==> src/rtl/pong_pkg.sv <==
// pong_pkg: definitions shared by the pong game controller and the
// score/overlay renderer.
//   state_t              - game sequencer state encoding (also exported
//                          on the controller's debug/overlay port)
//   DIR_LEFT/DIR_RIGHT   - serve direction encoding
//   DEFAULT_WIN_SCORE    - default points needed to win a match
//   DEFAULT_SERVE_FRAMES - default frames the ball waits before a serve
package pong_pkg;

  typedef enum logic [2:0] {
    ATTRACT  = 3'd0,
    SERVE    = 3'd1,
    PLAY     = 3'd2,
    POINT    = 3'd3,
    GAMEOVER = 3'd4
  } state_t;

  localparam logic DIR_LEFT  = 1'b0;
  localparam logic DIR_RIGHT = 1'b1;

  localparam int DEFAULT_WIN_SCORE    = 7;
  localparam int DEFAULT_SERVE_FRAMES = 60;

endpackage

==> src/rtl/pong_edge_detect.sv <==
// pong_edge_detect: registered rising-edge detector for an already
// synchronised button level.
// Ports:
//   clk   in  clock
//   reset in  synchronous, active-high reset
//   level in  synchronised button level
//   rise  out high for the cycle in which level is 1 and its previous
//             registered sample was 0
// The previous sample resets to RESET_LEVEL; with the default of 1 a
// button already held through reset produces no edge.
module pong_edge_detect #(
  parameter logic RESET_LEVEL = 1'b1
) (
  input  logic clk,
  input  logic reset,
  input  logic level,
  output logic rise
);

  logic prev;

  always_ff @(posedge clk) begin
    if (reset) begin
      prev <= RESET_LEVEL;
    end else begin
      prev <= level;
    end
  end

  assign rise = level & ~prev;

endmodule

==> src/rtl/pong_game_ctrl.sv <==
// pong_game_ctrl: game sequencer for the pong datapath (pixel clock domain).
// Sequences ATTRACT -> SERVE -> PLAY -> POINT -> (SERVE | GAMEOVER),
// keeps both scores, detects the winner and drives the datapath's ball
// controls. All outputs are registered.
// Ports:
//   clk        in  pixel clock
//   reset      in  synchronous, active-high reset
//   frame_tick in  one-cycle pulse per frame
//   start_btn  in  synchronised start/pause button level
//   miss_left  in  pulse: ball passed the left paddle (right player scores)
//   miss_right in  pulse: ball passed the right paddle (left player scores)
//   ball_reset out hold ball at centre
//   ball_run   out datapath may advance the ball
//   serve_dir  out serve direction (0 = left, 1 = right)
//   score1     out left player score
//   score2     out right player score
//   game_over  out match finished
//   winner     out 0 = left, 1 = right; valid while game_over
//   paused     out play paused
//   state      out current state encoding
// Build option: define PONG_PAUSE_EN to let a start press in PLAY toggle a
// pause; without it paused stays 0 and start presses in PLAY are ignored.
module pong_game_ctrl
  import pong_pkg::*;
#(
  parameter int WIN_SCORE    = DEFAULT_WIN_SCORE,
  parameter int SERVE_FRAMES = DEFAULT_SERVE_FRAMES,
  parameter int SCORE_W      = 4,
  parameter int CNT_W        = 8
) (
  input  logic               clk,
  input  logic               reset,
  input  logic               frame_tick,
  input  logic               start_btn,
  input  logic               miss_left,
  input  logic               miss_right,
  output logic               ball_reset,
  output logic               ball_run,
  output logic               serve_dir,
  output logic [SCORE_W-1:0] score1,
  output logic [SCORE_W-1:0] score2,
  output logic               game_over,
  output logic               winner,
  output logic               paused,
  output logic [2:0]         state
);

  localparam logic [SCORE_W-1:0] WIN_VAL    = SCORE_W'(WIN_SCORE);
  localparam logic [CNT_W-1:0]   SERVE_LOAD = CNT_W'(SERVE_FRAMES - 1);

  state_t               state_q, state_n;
  logic [CNT_W-1:0]     cnt_q, cnt_n;
  logic [SCORE_W-1:0]   score1_n, score2_n;
  logic                 serve_dir_n, game_over_n, winner_n, paused_n;
  logic                 ball_reset_n, ball_run_n;
  logic                 start_edge;

  pong_edge_detect #(
    .RESET_LEVEL(1'b1)
  ) u_start_edge (
    .clk  (clk),
    .reset(reset),
    .level(start_btn),
    .rise (start_edge)
  );

  always_ff @(posedge clk) begin
    if (reset) begin
      state_q    <= ATTRACT;
      cnt_q      <= '0;
      score1     <= '0;
      score2     <= '0;
      serve_dir  <= DIR_LEFT;
      game_over  <= 1'b0;
      winner     <= 1'b0;
      paused     <= 1'b0;
      ball_reset <= 1'b1;
      ball_run   <= 1'b0;
    end else begin
      state_q    <= state_n;
      cnt_q      <= cnt_n;
      score1     <= score1_n;
      score2     <= score2_n;
      serve_dir  <= serve_dir_n;
      game_over  <= game_over_n;
      winner     <= winner_n;
      paused     <= paused_n;
      ball_reset <= ball_reset_n;
      ball_run   <= ball_run_n;
    end
  end

  always_comb begin
    state_n     = state_q;
    cnt_n       = cnt_q;
    score1_n    = score1;
    score2_n    = score2;
    serve_dir_n = serve_dir;
    game_over_n = game_over;
    winner_n    = winner;
`ifdef PONG_PAUSE_EN
    paused_n    = paused;
`else
    paused_n    = 1'b0;
`endif

    unique case (state_q)
      ATTRACT, GAMEOVER: begin
        if (start_edge) begin
          state_n     = SERVE;
          cnt_n       = SERVE_LOAD;
          score1_n    = '0;
          score2_n    = '0;
          serve_dir_n = DIR_LEFT;
          game_over_n = 1'b0;
        end
      end

      // The counter holds the number of further ticks to wait, so the
      // tick that finds it at zero is the SERVE_FRAMES-th one.
      SERVE: begin
        if (frame_tick) begin
          if (cnt_q == '0) begin
            state_n = PLAY;
          end else begin
            cnt_n = cnt_q - CNT_W'(1);
          end
        end
      end

      // A miss takes priority over a pause toggle in the same cycle;
      // leaving PLAY clears paused anyway.
      PLAY: begin
        if (!paused && (miss_left || miss_right)) begin
          state_n = POINT;
          if (miss_left && miss_right) begin
            serve_dir_n = ~serve_dir;
          end else if (miss_left) begin
            score2_n    = score2 + SCORE_W'(1);
            serve_dir_n = DIR_LEFT;
          end else begin
            score1_n    = score1 + SCORE_W'(1);
            serve_dir_n = DIR_RIGHT;
          end
`ifdef PONG_PAUSE_EN
        end else if (start_edge) begin
          paused_n = ~paused;
`endif
        end
      end

      POINT: begin
        if (score1 == WIN_VAL || score2 == WIN_VAL) begin
          state_n     = GAMEOVER;
          game_over_n = 1'b1;
          winner_n    = (score2 == WIN_VAL);
        end else begin
          state_n = SERVE;
          cnt_n   = SERVE_LOAD;
        end
      end

      default: begin
        state_n = ATTRACT;
      end
    endcase

    if (state_n != PLAY) begin
      paused_n = 1'b0;
    end

    // Ball controls are derived from the next state so they register in
    // step with it; a paused ball is frozen in place, not recentred.
    ball_reset_n = (state_n != PLAY);
    ball_run_n   = (state_n == PLAY) && !paused_n;
  end

  assign state = state_q;

endmodule

==> config.mk <==
export PLATFORM = sky130hd
export DESIGN_NAME = pong_game_ctrl
export DESIGN_NICKNAME = d
export VERILOG_FILES = /design/src/rtl/pong_pkg.sv /design/src/rtl/pong_edge_detect.sv /design/src/rtl/pong_game_ctrl.sv
export SDC_FILE = /design/constraint.sdc
export NUM_CORES = 1
export LEC_CHECK = 0
export CAP_MARGIN = 20
export CORE_MARGIN = 5
export CORE_UTILIZATION = 46
export DETAILED_ROUTE_END_ITERATION = 10
export MAX_ROUTING_LAYER = met4
export PLACE_DENSITY = 0.77
export SLEW_MARGIN = 5
export SYNTH_ARGS = -nofsm -noshare
export SYNTH_HDL_FRONTEND = slang
export SYNTH_HIERARCHICAL = 1
export SYNTH_SLANG_ARGS = --single-unit
==> constraint.sdc <==
create_clock -name clk -period 1.83 [get_ports clk]
set_input_delay 0.2745 -clock clk [delete_from_list [all_inputs] [get_ports clk]]
set_output_delay 0.2745 -clock clk [all_outputs]
set_load 0.005 [all_outputs]
==> impl_metrics.yaml, run 1 <==
die:
  initial_core_util_pct: 47.0
  coreArea_mm2: 0.00271
  ios: 23
  dieArea_mm2: 0.00392
  rows: 19
  fp.dieH_um: 62.6
  die_w_um: 62.6
yosys:
  async_flop_share_pct: 0
  synthesis.nets: 154
  synth_top_area_share_pct: 39.3
  synth_area_leaders: "dfxtp_1, nor2_1, xnor2_1"
  synth-seq-area-share_pct: 39.3
  synthAdderAreaFrac_pct: 3.93
  synth_largest_area_cell: "dfxtp_1"
  avgSynthCellArea_um2: 8.84
  syn-cell-area_mm2: 0.00127
  synth-compound-area-share_pct: 10.8
  synthMuxAreaShare_pct: 0.885
  yosys.area_share.xor_xnor_pct: 6.88
  synth_warnings: 6
  synth-edff-count: 0
  yosys.cell_types.count: 41
  syn_inst: 144
  synth-main-ff-cell: "dfxtp_1"
  synth_top_family_by_area: "simple AND/OR/NAND/NOR gates"
  synth-seq-cells: 25
  yosys.area_share.simple_pct: 34.0
global_route:
  grt-ovfl-total: 0
  grt_max_degree: 16
  grt_pass1_wl_um: 4940
  grt_pass1_vias: 1173
  antenna_found_initial: 0
  gr-usage-all-layers_pct: 15.2
setup_path:
  reg2reg_slack_ns: 0.05
  max_stage_delay_ns: 0.58
  startpoint: "cnt_q[2]$_SDFFE_PP0P_"
  critPathMaxFanout: 4
  criticalPathCategory: "flip-flop to flip-flop"
  critPathArrivalTime_ns: 2.01
  cp.required_ns: 2.06
  critPathCaptureType: "flip-flop"
  crit_buf_inv: 1
  crit_family: "simple AND/OR/NAND/NOR gates"
  r2r_cells: 6
  start_kind: "flip-flop"
  crit_slowest_cell: "or4_4"
  worst_r2r_endpoint: "cnt_q[7]$_SDFFE_PP0P_"
  path_cells: "or4_4, nor4_4, buf_4, nor3_4, nand3_2, mux2_4"
  timing.rr.start: "cnt_q[2]$_SDFFE_PP0P_"
timing:
  worst_slack_ns: 0.0490
  setup_tns_ns: 0
  hold_viol_final: 0
  finalMaxSlewViolations: 0
  hold_ws_ns: 0.478
  tightest_slew_ns: 0.519
  rsz0062_at_grt: "true"
  finClkSkew_ns: 0.00341
  max_freq_mhz: 561
  period_needed_ns: 1.78
  max_slew_margin_pct: 65.1
  finalCritPeriodShare_pct: 97.3
  setup-violations-final: 0
finish:
  areaGrowthSynthToFinish_pct: 35.7
  multi_input_area_um2: 787
  final-seq-area_um2: 507
  n_antenna_cell: 0
  nFillCells: 242
  final_nets: 192
  drive_gt1_share_pct: 24.3
  final_util_pct: 63.7
min_path:
  hold_depth: 1
  hp-class: "flip-flop to flip-flop"
  min-delay-start: "cnt_q[0]$_SDFFE_PP0P_"
  whs_endpoint: "cnt_q[0]$_SDFFE_PP0P_"
detailed_routing:
  wire_per_inst_um: 14.1
  vias: 1138
  detail-route-antenna-nets: 0
  drtIter0Drc: 25
  wirelength_um: 3000
  drc: 0
  first_pass_iters: 4
  viasPerCell: 5.37
clock_tree:
  path_clk_slew_ns: 0.14
  htree_levels: 1
  numCtsBuffers: 3
  cts_tree: "done"
  root_buffer: "clkbuf_4"
  clk_path_buf_depth: 2
  postCtsHoldBufs: 0
  cts_sinks: 25
  clk_latency_ns: 0.32
placed_design:
  post-place-ws_ns: -0.300
  hpwlAfterDp_um: 2220
  gp_congestion: 0.791
  port_buffers: 21
run:
  maxCapViolations: 0
power:
  ir_worst_vdd_mv: 0.482
  p_total_mw: 1.14
  power.density_mw_per_mm2: 662
  p_leak_nw: 0.649
outcome:
  status: "finished, final reports clean"
-- synth_stat cells (3+ instances only) --
library cell,n
ha_1,4
nand3_1,3
nor4_1,5
nor2_1,23
xor2_1,4
inv_1,6
dfxtp_1,25
nand2_1,3
nor2b_1,6
nand2b_1,4
xnor2_1,6
nor3_1,3
a21oi_1,8
clkbuf_1,5
-- power breakdown --
part | total (mW) | internal [mW] | switching, mW
clock | 0.251 | 0.0853 | 0.166
combinational | 0.294 | 0.148 | 0.146
sequential | 0.598 | 0.573 | 0.0241
-- area by class of cell --
class,instances,share of cell area [%]
clock buffers,4,1.52
repair buffers,39,20.0
well taps,31,2.25
multi-input cells,107,45.6
inverters,6,1.30
flip-flops and latches,25,29.3
-- metrics by stage --
step | instances | area (um2)
2_1_floorplan | 144 | 1280
3_3_place_gp | 206 | 1620
3_5_place_dp | 206 | 1620
4_1_cts | 210 | 1640
5_1_grt | 212 | 1730
6_report | 212 | 1730
-- cells in the final DEF (no fill, tap or decap), types with 5 or more instances in the layout --
cell	Yosys	layout
nor2_1	23	23
clkdlybuf4s50_1	0	21
dfxtp_1	25	20
buf_4	1	18
a21oi_1	8	8
inv_1	6	6
xnor2_1	6	6
nor2b_1	6	5
dfxtp_2	0	5
-- worst max path at each step --
stage                                       end  slack, ns  cells after the start
after floorplan           cnt_q[7]$_SDFFE_PP0P_      0.001                      6
after global placement    cnt_q[7]$_SDFFE_PP0P_      -0.23                      7
after detailed placement  cnt_q[5]$_SDFFE_PP0P_      -0.30                      7
after CTS                 cnt_q[5]$_SDFFE_PP0P_       0.01                      8
after global routing      cnt_q[1]$_SDFFE_PP0P_      -0.03                      7
final                     cnt_q[7]$_SDFFE_PP0P_       0.05                      6
-- cells by family after synthesis --
group           Yosys count
simple gates             70
flops                    25
compound gates           21
buf+inv                  12
xor+xnor                 10
fa+ha+maj                 4
other cells               1
mux                       1
-- state kept, by name, summed over array words and instances (netlist names) --
name and count:
ball_run 1, score2 4, cnt_q 8, winner 1
u_start_edge/prev 1, serve_dir 1, state 3, score1 4
ball_reset 1, game_over 1
-- repair_timing --
| action | in CTS | in global routing |
|---|---|---|
| gates resized for setup | 0 | 15 |
| buffers inserted | 0 | 2 |
| setup endpoints to repair | 0 | 9 |
-- metal layers --
| layer | global-route usage, % | wire [um] | up-vias |
|---|---|---|---|
| met5 | - | 0 | - |
| met3 | 2.52 | 91 | 3 |
| met4 | 2.39 | 23 | 0 |
| met1 | 18.2 | 1340 | 537 |
| met2 | 26.9 | 1540 | 23 |
| li1 | - | - | 575 |
No activity file was read; power rests on OpenSTA's default activity.
==> run 2: changes to the inputs <==
--- a/config.mk
+++ b/config.mk
@@ -7,10 +7,10 @@
 export LEC_CHECK = 0
 export CAP_MARGIN = 20
 export CORE_MARGIN = 5
-export CORE_UTILIZATION = 46
+export CORE_UTILIZATION = 40
 export DETAILED_ROUTE_END_ITERATION = 10
 export MAX_ROUTING_LAYER = met4
-export PLACE_DENSITY = 0.77
+export PLACE_DENSITY = 0.69
 export SLEW_MARGIN = 5
 export SYNTH_ARGS = -nofsm -noshare
 export SYNTH_HDL_FRONTEND = slang
==> constraint.sdc (replaced) <==
create_clock -name clk -period 1.5 [get_ports clk]
set_input_delay 0.225 -clock clk [delete_from_list [all_inputs] [get_ports clk]]
set_output_delay 0.225 -clock clk [all_outputs]
set_load 0.005 [all_outputs]
==> impl_metrics.yaml, run 2 (synthesis results as in run 1) <==
clock_tree:
  cts_sinks: 25
  clk_path_buf_depth: 2
  root_buffer: "clkbuf_4"
  path_clk_slew_ns: 0.14
  postCtsHoldBufs: 0
  cts_tree: "done"
  htree_levels: 1
  numCtsBuffers: 3
  clk_latency_ns: 0.33
placed_design:
  post-place-ws_ns: -0.567
  gp_congestion: 0.863
  port_buffers: 21
  placedCellCount: 240
  place_area_mm2: 0.00181
  hpwlAfterDp_um: 2400
global_route:
  grtUsageMet3_pct: 3.06
  met2_usage_pct: 32.1
  grt_pass1_vias: 1323
  grt_max_degree: 16
  grt_pass1_wl_um: 5870
  grtUsageMet1_pct: 19.4
  grt-ovfl-total: 0
  busiest_layer: "met2"
  antenna_found_initial: 0
  gr-usage-all-layers_pct: 17.5
detailed_routing:
  vias: 1286
  wirelength_um: 3650
  first_pass_iters: 4
  viasPerCell: 5.02
  drc: 0
  wire_per_inst_um: 14.3
  drtIter0Drc: 41
  detail-route-antenna-nets: 0
power:
  seqPwrFrac_pct: 47.0
  pwr-share-clk_pct: 20.5
  ir_worst_vdd_mv: 0.397
  swShare_pct: 30.4
  p_leak_nw: 0.892
  power.density_mw_per_mm2: 734
  power.internal_mw: 1.07
  netSwitchingPower_mw: 0.468
  p_total_mw: 1.54
  pwr-share-comb_pct: 32.5
timing:
  hold_viol_final: 0
  finalMaxSlewViolations: 0
  period_needed_ns: 1.81
  finClkSkew_ns: 0.000898
  finalCritPeriodShare_pct: 120
  setup-violations-final: 14
  rsz0062_at_grt: "true"
  max_freq_mhz: 554
  worst_slack_ns: -0.305
die:
  coreArea_mm2: 0.00305
  rows: 20
  dieArea_mm2: 0.00441
  initial_core_util_pct: 41.7
  fp.dieH_um: 66.4
  ios: 23
  die_w_um: 66.4
setup_path:
  crit_slowest_cell: "or4_4"
  cp.depth: 6
  reg2reg_slack_ns: -0.31
  cp.required_ns: 1.74
  critPathCaptureType: "flip-flop"
  critPathArrivalTime_ns: 2.04
  max_stage_delay_ns: 0.58
  crit_buf_inv: 1
  criticalPathCategory: "flip-flop to flip-flop"
  crit_family: "simple AND/OR/NAND/NOR gates"
  critPathMaxFanout: 3
  path_cells: "or4_4, nor4_4, buf_4, nor3_4, nand3_2, mux2_4"
  r2r_cells: 6
  start_kind: "flip-flop"
finish:
  final_util_pct: 68.7
  drive_gt1_share_pct: 47.2
  nFillCells: 247
  areaGrowthSynthToFinish_pct: 64.8
  n_antenna_cell: 0
  final_nets: 223
  mostFrequentLayoutCells: "buf_4, nor2_1, dfxtp_2, dfxtp_1, dlygate4sd2_1"
  mostFrequentLayoutCell: "buf_4"
  post-route-cell-area_mm2: 0.00210
  largestRegisters: "cnt_q: 8 flops, score1: 4 flops, score2: 4 flops"
  largest_reg_flops: 8
  top_register: "cnt_q"
  instances_no_fill: 256
min_path:
  hold_depth: 2
  hp-class: "primary input to flip-flop"
outcome:
  status: "finished, violations left"
  failed_checks: "setup timing"
run:
  maxCapViolations: 0
-- run 2: metrics by stage --
stage                     hold WS (ns)  TNS, ns
final                            0.226    -2.41
after global routing             0.228    -3.58
after CTS                        0.222    -1.92
after detailed placement         0.462    -9.64
after global placement           0.456    -8.51
after floorplan                  0.294    -1.56
-- run 2: layout make-up --
class	instances	area, um2	share of cell area (%)
Inverter	6	22.5	1.07
Clock buffer	3	22.5	1.07
Sequential cell	25	517	24.6
Clock inverter	1	5.00	0.239
Multi-Input combinational cell	107	885	42.2
Timing Repair Buffer	70	591	28.2
Tap cell	44	55.1	2.63
-- run 2: path summary, 6_finish.rpt --
| path | from | endpoint |
|---|---|---|
| setup / recovery | cnt_q[5]$_SDFFE_PP0P_ | cnt_q[7]$_SDFFE_PP0P_ |
| hold / removal | start_btn | u_start_edge/prev$_SDFF_PP1_ |
| setup reg to reg | cnt_q[5]$_SDFFE_PP0P_ | cnt_q[7]$_SDFFE_PP0P_ |
| hold reg to reg | winner$_SDFFE_PP0P_ | winner$_SDFFE_PP0P_ |
-- run 2: metal layers --
metal | share of wire (%) | up-vias
met1 | 43 | 627
li1 | - | 635
met5 | 0 | -
met3 | 3.3 | 2
met2 | 53 | 22
met4 | 0.82 | 0
-- run 2: repair_timing --
item | 4_1_cts | 5_1_grt
cloned | 1 | 0
pin swaps | 2 | 20
gates resized for setup | 38 | 22
setup buffers | 6 | 6
endpoints found under the setup margin | 33 | 20
-- run 2: power by group through the flow --
stage	Sequential (mW)	Combinational, mW	Clock, mW
4_1_cts	0.722	0.433	0.317
3_3_place_gp	0.731	0.393	0
5_1_grt	0.729	0.536	0.360
3_5_place_dp	0.734	0.405	0
2_1_floorplan	0.740	0.231	0
6_report	0.724	0.501	0.315
==> run 3: changes to the inputs <==
--- a/config.mk
+++ b/config.mk
@@ -10,7 +10,7 @@
 export CORE_UTILIZATION = 40
 export DETAILED_ROUTE_END_ITERATION = 10
 export MAX_ROUTING_LAYER = met4
-export PLACE_DENSITY = 0.69
+export PLACE_DENSITY = 0.67
 export SLEW_MARGIN = 5
 export SYNTH_ARGS = -nofsm -noshare
 export SYNTH_HDL_FRONTEND = slang
==> constraint.sdc (replaced) <==
create_clock -name clk -period 2.1 [get_ports clk]
set_input_delay 0.315 -clock clk [delete_from_list [all_inputs] [get_ports clk]]
set_output_delay 0.315 -clock clk [all_outputs]
set_load 0.005 [all_outputs]
==> impl_metrics.yaml, run 3 (synthesis results as in run 1) <==
timing:
  rsz0062_at_grt: "false"
  finalMaxSlewViolations: 0
  finalCritPeriodShare_pct: 88.5
  hold_viol_final: 0
  setup-violations-final: 0
  setup_tns_ns: 0
  period_needed_ns: 1.86
  max_freq_mhz: 538
  finClkSkew_ns: 0.00586
finish:
  largestRegisters: "cnt_q: 8 flops, score1: 4 flops, score2: 4 flops"
  final_nets: 185
  areaGrowthSynthToFinish_pct: 27.4
  final_util_pct: 53.1
  n_antenna_cell: 0
  mostFrequentLayoutCells: "dfxtp_1, nor2_1, clkdlybuf4s50_1, buf_4, a21oi_1"
  drive_gt1_share_pct: 16.1
  mostFrequentLayoutCell: "dfxtp_1"
  largest_reg_flops: 8
  top_register: "cnt_q"
  post-route-cell-area_mm2: 0.00162
  nFillCells: 312
clock_tree:
  cts_tree: "done"
  clk_latency_ns: 0.32
  numCtsBuffers: 3
  cts_sinks: 25
  path_clk_slew_ns: 0.14
  postCtsSetupBuffers: 0
  htree_levels: 1
  clk_path_buf_depth: 2
  postCtsHoldBufs: 0
  root_buffer: "clkbuf_4"
  cts_resized: 0
setup_path:
  criticalPathCategory: "flip-flop to flip-flop"
  reg2reg_slack_ns: 0.24
  start_kind: "flip-flop"
  timing.rr.start: "cnt_q[2]$_SDFFE_PP0P_"
  critPathMaxFanout: 5
  r2r_cells: 6
  crit_end: "cnt_q[4]$_SDFFE_PP0P_"
  startpoint: "cnt_q[2]$_SDFFE_PP0P_"
  critPathArrivalTime_ns: 2.08
  cp.required_ns: 2.32
  worst_r2r_endpoint: "cnt_q[4]$_SDFFE_PP0P_"
  critPathCaptureType: "flip-flop"
global_route:
  grt_pass1_wl_um: 4600
  gr-usage-all-layers_pct: 13.9
  grt_max_degree: 16
  antenna_found_initial: 0
  grt-ovfl-total: 0
  grt_pass1_vias: 1057
power:
  ir_worst_vdd_mv: 0.275
  p_total_mw: 0.960
  power.density_mw_per_mm2: 592
  pwr-share-comb_pct: 22.8
  power.internal_mw: 0.679
  pwr-share-clk_pct: 22.8
  p_leak_nw: 0.604
  seqPwrFrac_pct: 54.4
  netSwitchingPower_mw: 0.281
  swShare_pct: 29.3
run:
  maxCapViolations: 0
detailed_routing:
  vias: 1092
  viasPerCell: 5.01
  drtIter0Drc: 44
  drc: 0
  wirelength_um: 2790
  wire_per_inst_um: 12.8
  first_pass_iters: 4
  detail-route-antenna-nets: 0
placed_design:
  port_buffers: 21
  hpwlAfterDp_um: 2080
  gp_congestion: 0.795
  place_area_mm2: 0.00159
min_path:
  hp-class: "flip-flop to flip-flop"
  min-delay-start: "winner$_SDFFE_PP0P_"
die:
  fp.dieH_um: 66.4
  coreArea_mm2: 0.00305
  ios: 23
  initial_core_util_pct: 41.7
  rows: 20
  die_w_um: 66.4
  dieArea_mm2: 0.00441
outcome:
  status: "finished, final reports clean"
[run 3: cell types whose count changed in the layout (fill, tap and decap cells not counted), sizes merged]
cell | previous run | this run
buf | 49 | 11
clkdlybuf4s50 | 9 | 21
dlygate4sd2 | 12 | 0
[run 3: metrics by stage]
| stage | hold WS (ns) | setup WS [ns] | std cells |
|---|---|---|---|
| finish | 0.494 | 0.242 | 218 |
| global route | 0.535 | 0.132 | 218 |
| CTS | 0.504 | 0.231 | 218 |
| detailed placement | 0.468 | -0.0606 | 214 |
| global placement | 0.463 | -0.0107 | 214 |
| floorplan | 0.388 | 0.225 | 144 |
[run 3: routing by layer]
metal / routed length (um) / up-vias / track usage (%) / part of all wire [%]
met5: 0 / - / - / 0
met4: 41 / 0 / 6.09 / 1.5
met3: 87 / 4 / 2.72 / 3.1
met2: 1340 / 25 / 22.9 / 48
met1: 1320 / 504 / 16.4 / 47
li1: - / 559 / - / -
[run 3: power by group through the flow]
stage                     registers (mW)  logic, mW  clock network (mW)
after floorplan                    0.527      0.151                   0
after global placement             0.531      0.211                   0
after detailed placement           0.532      0.218                   0
after CTS                          0.522      0.220               0.233
after global routing               0.526      0.241               0.259
final                              0.522      0.219               0.219
[run 3: critical path: stages, from the launching register on]
cell	delay, ns
dfxtp_1	0.37
or4_4	0.59
nor4_4	0.30
buf_4	0.18
nor4_1	0.06
xnor2_1	0.18
a21oi_1	0.08
[run 3: layout make-up]
cell class	instances	area, um2	share of cell area, %
Sequential cell	25	500	30.9
Clock inverter	1	5.00	0.309
Timing Repair Buffer	32	293	18.1
Tap cell	44	55.1	3.40
Clock buffer	3	22.5	1.39
Multi-Input combinational cell	107	723	44.6
Inverter	6	22.5	1.39
[run 3: how the worst min path moves through the flow]
stage               slack [ns]                endpoint  cells after the start
CTS                       0.50     winner$_SDFFE_PP0P_                      2
global route              0.54     winner$_SDFFE_PP0P_                      2
global placement          0.46  game_over$_SDFFE_PP0P_                      2
detailed placement        0.47  game_over$_SDFFE_PP0P_                      2
floorplan                 0.39   cnt_q[0]$_SDFFE_PP0P_                      1
finish                    0.49     winner$_SDFFE_PP0P_                      2
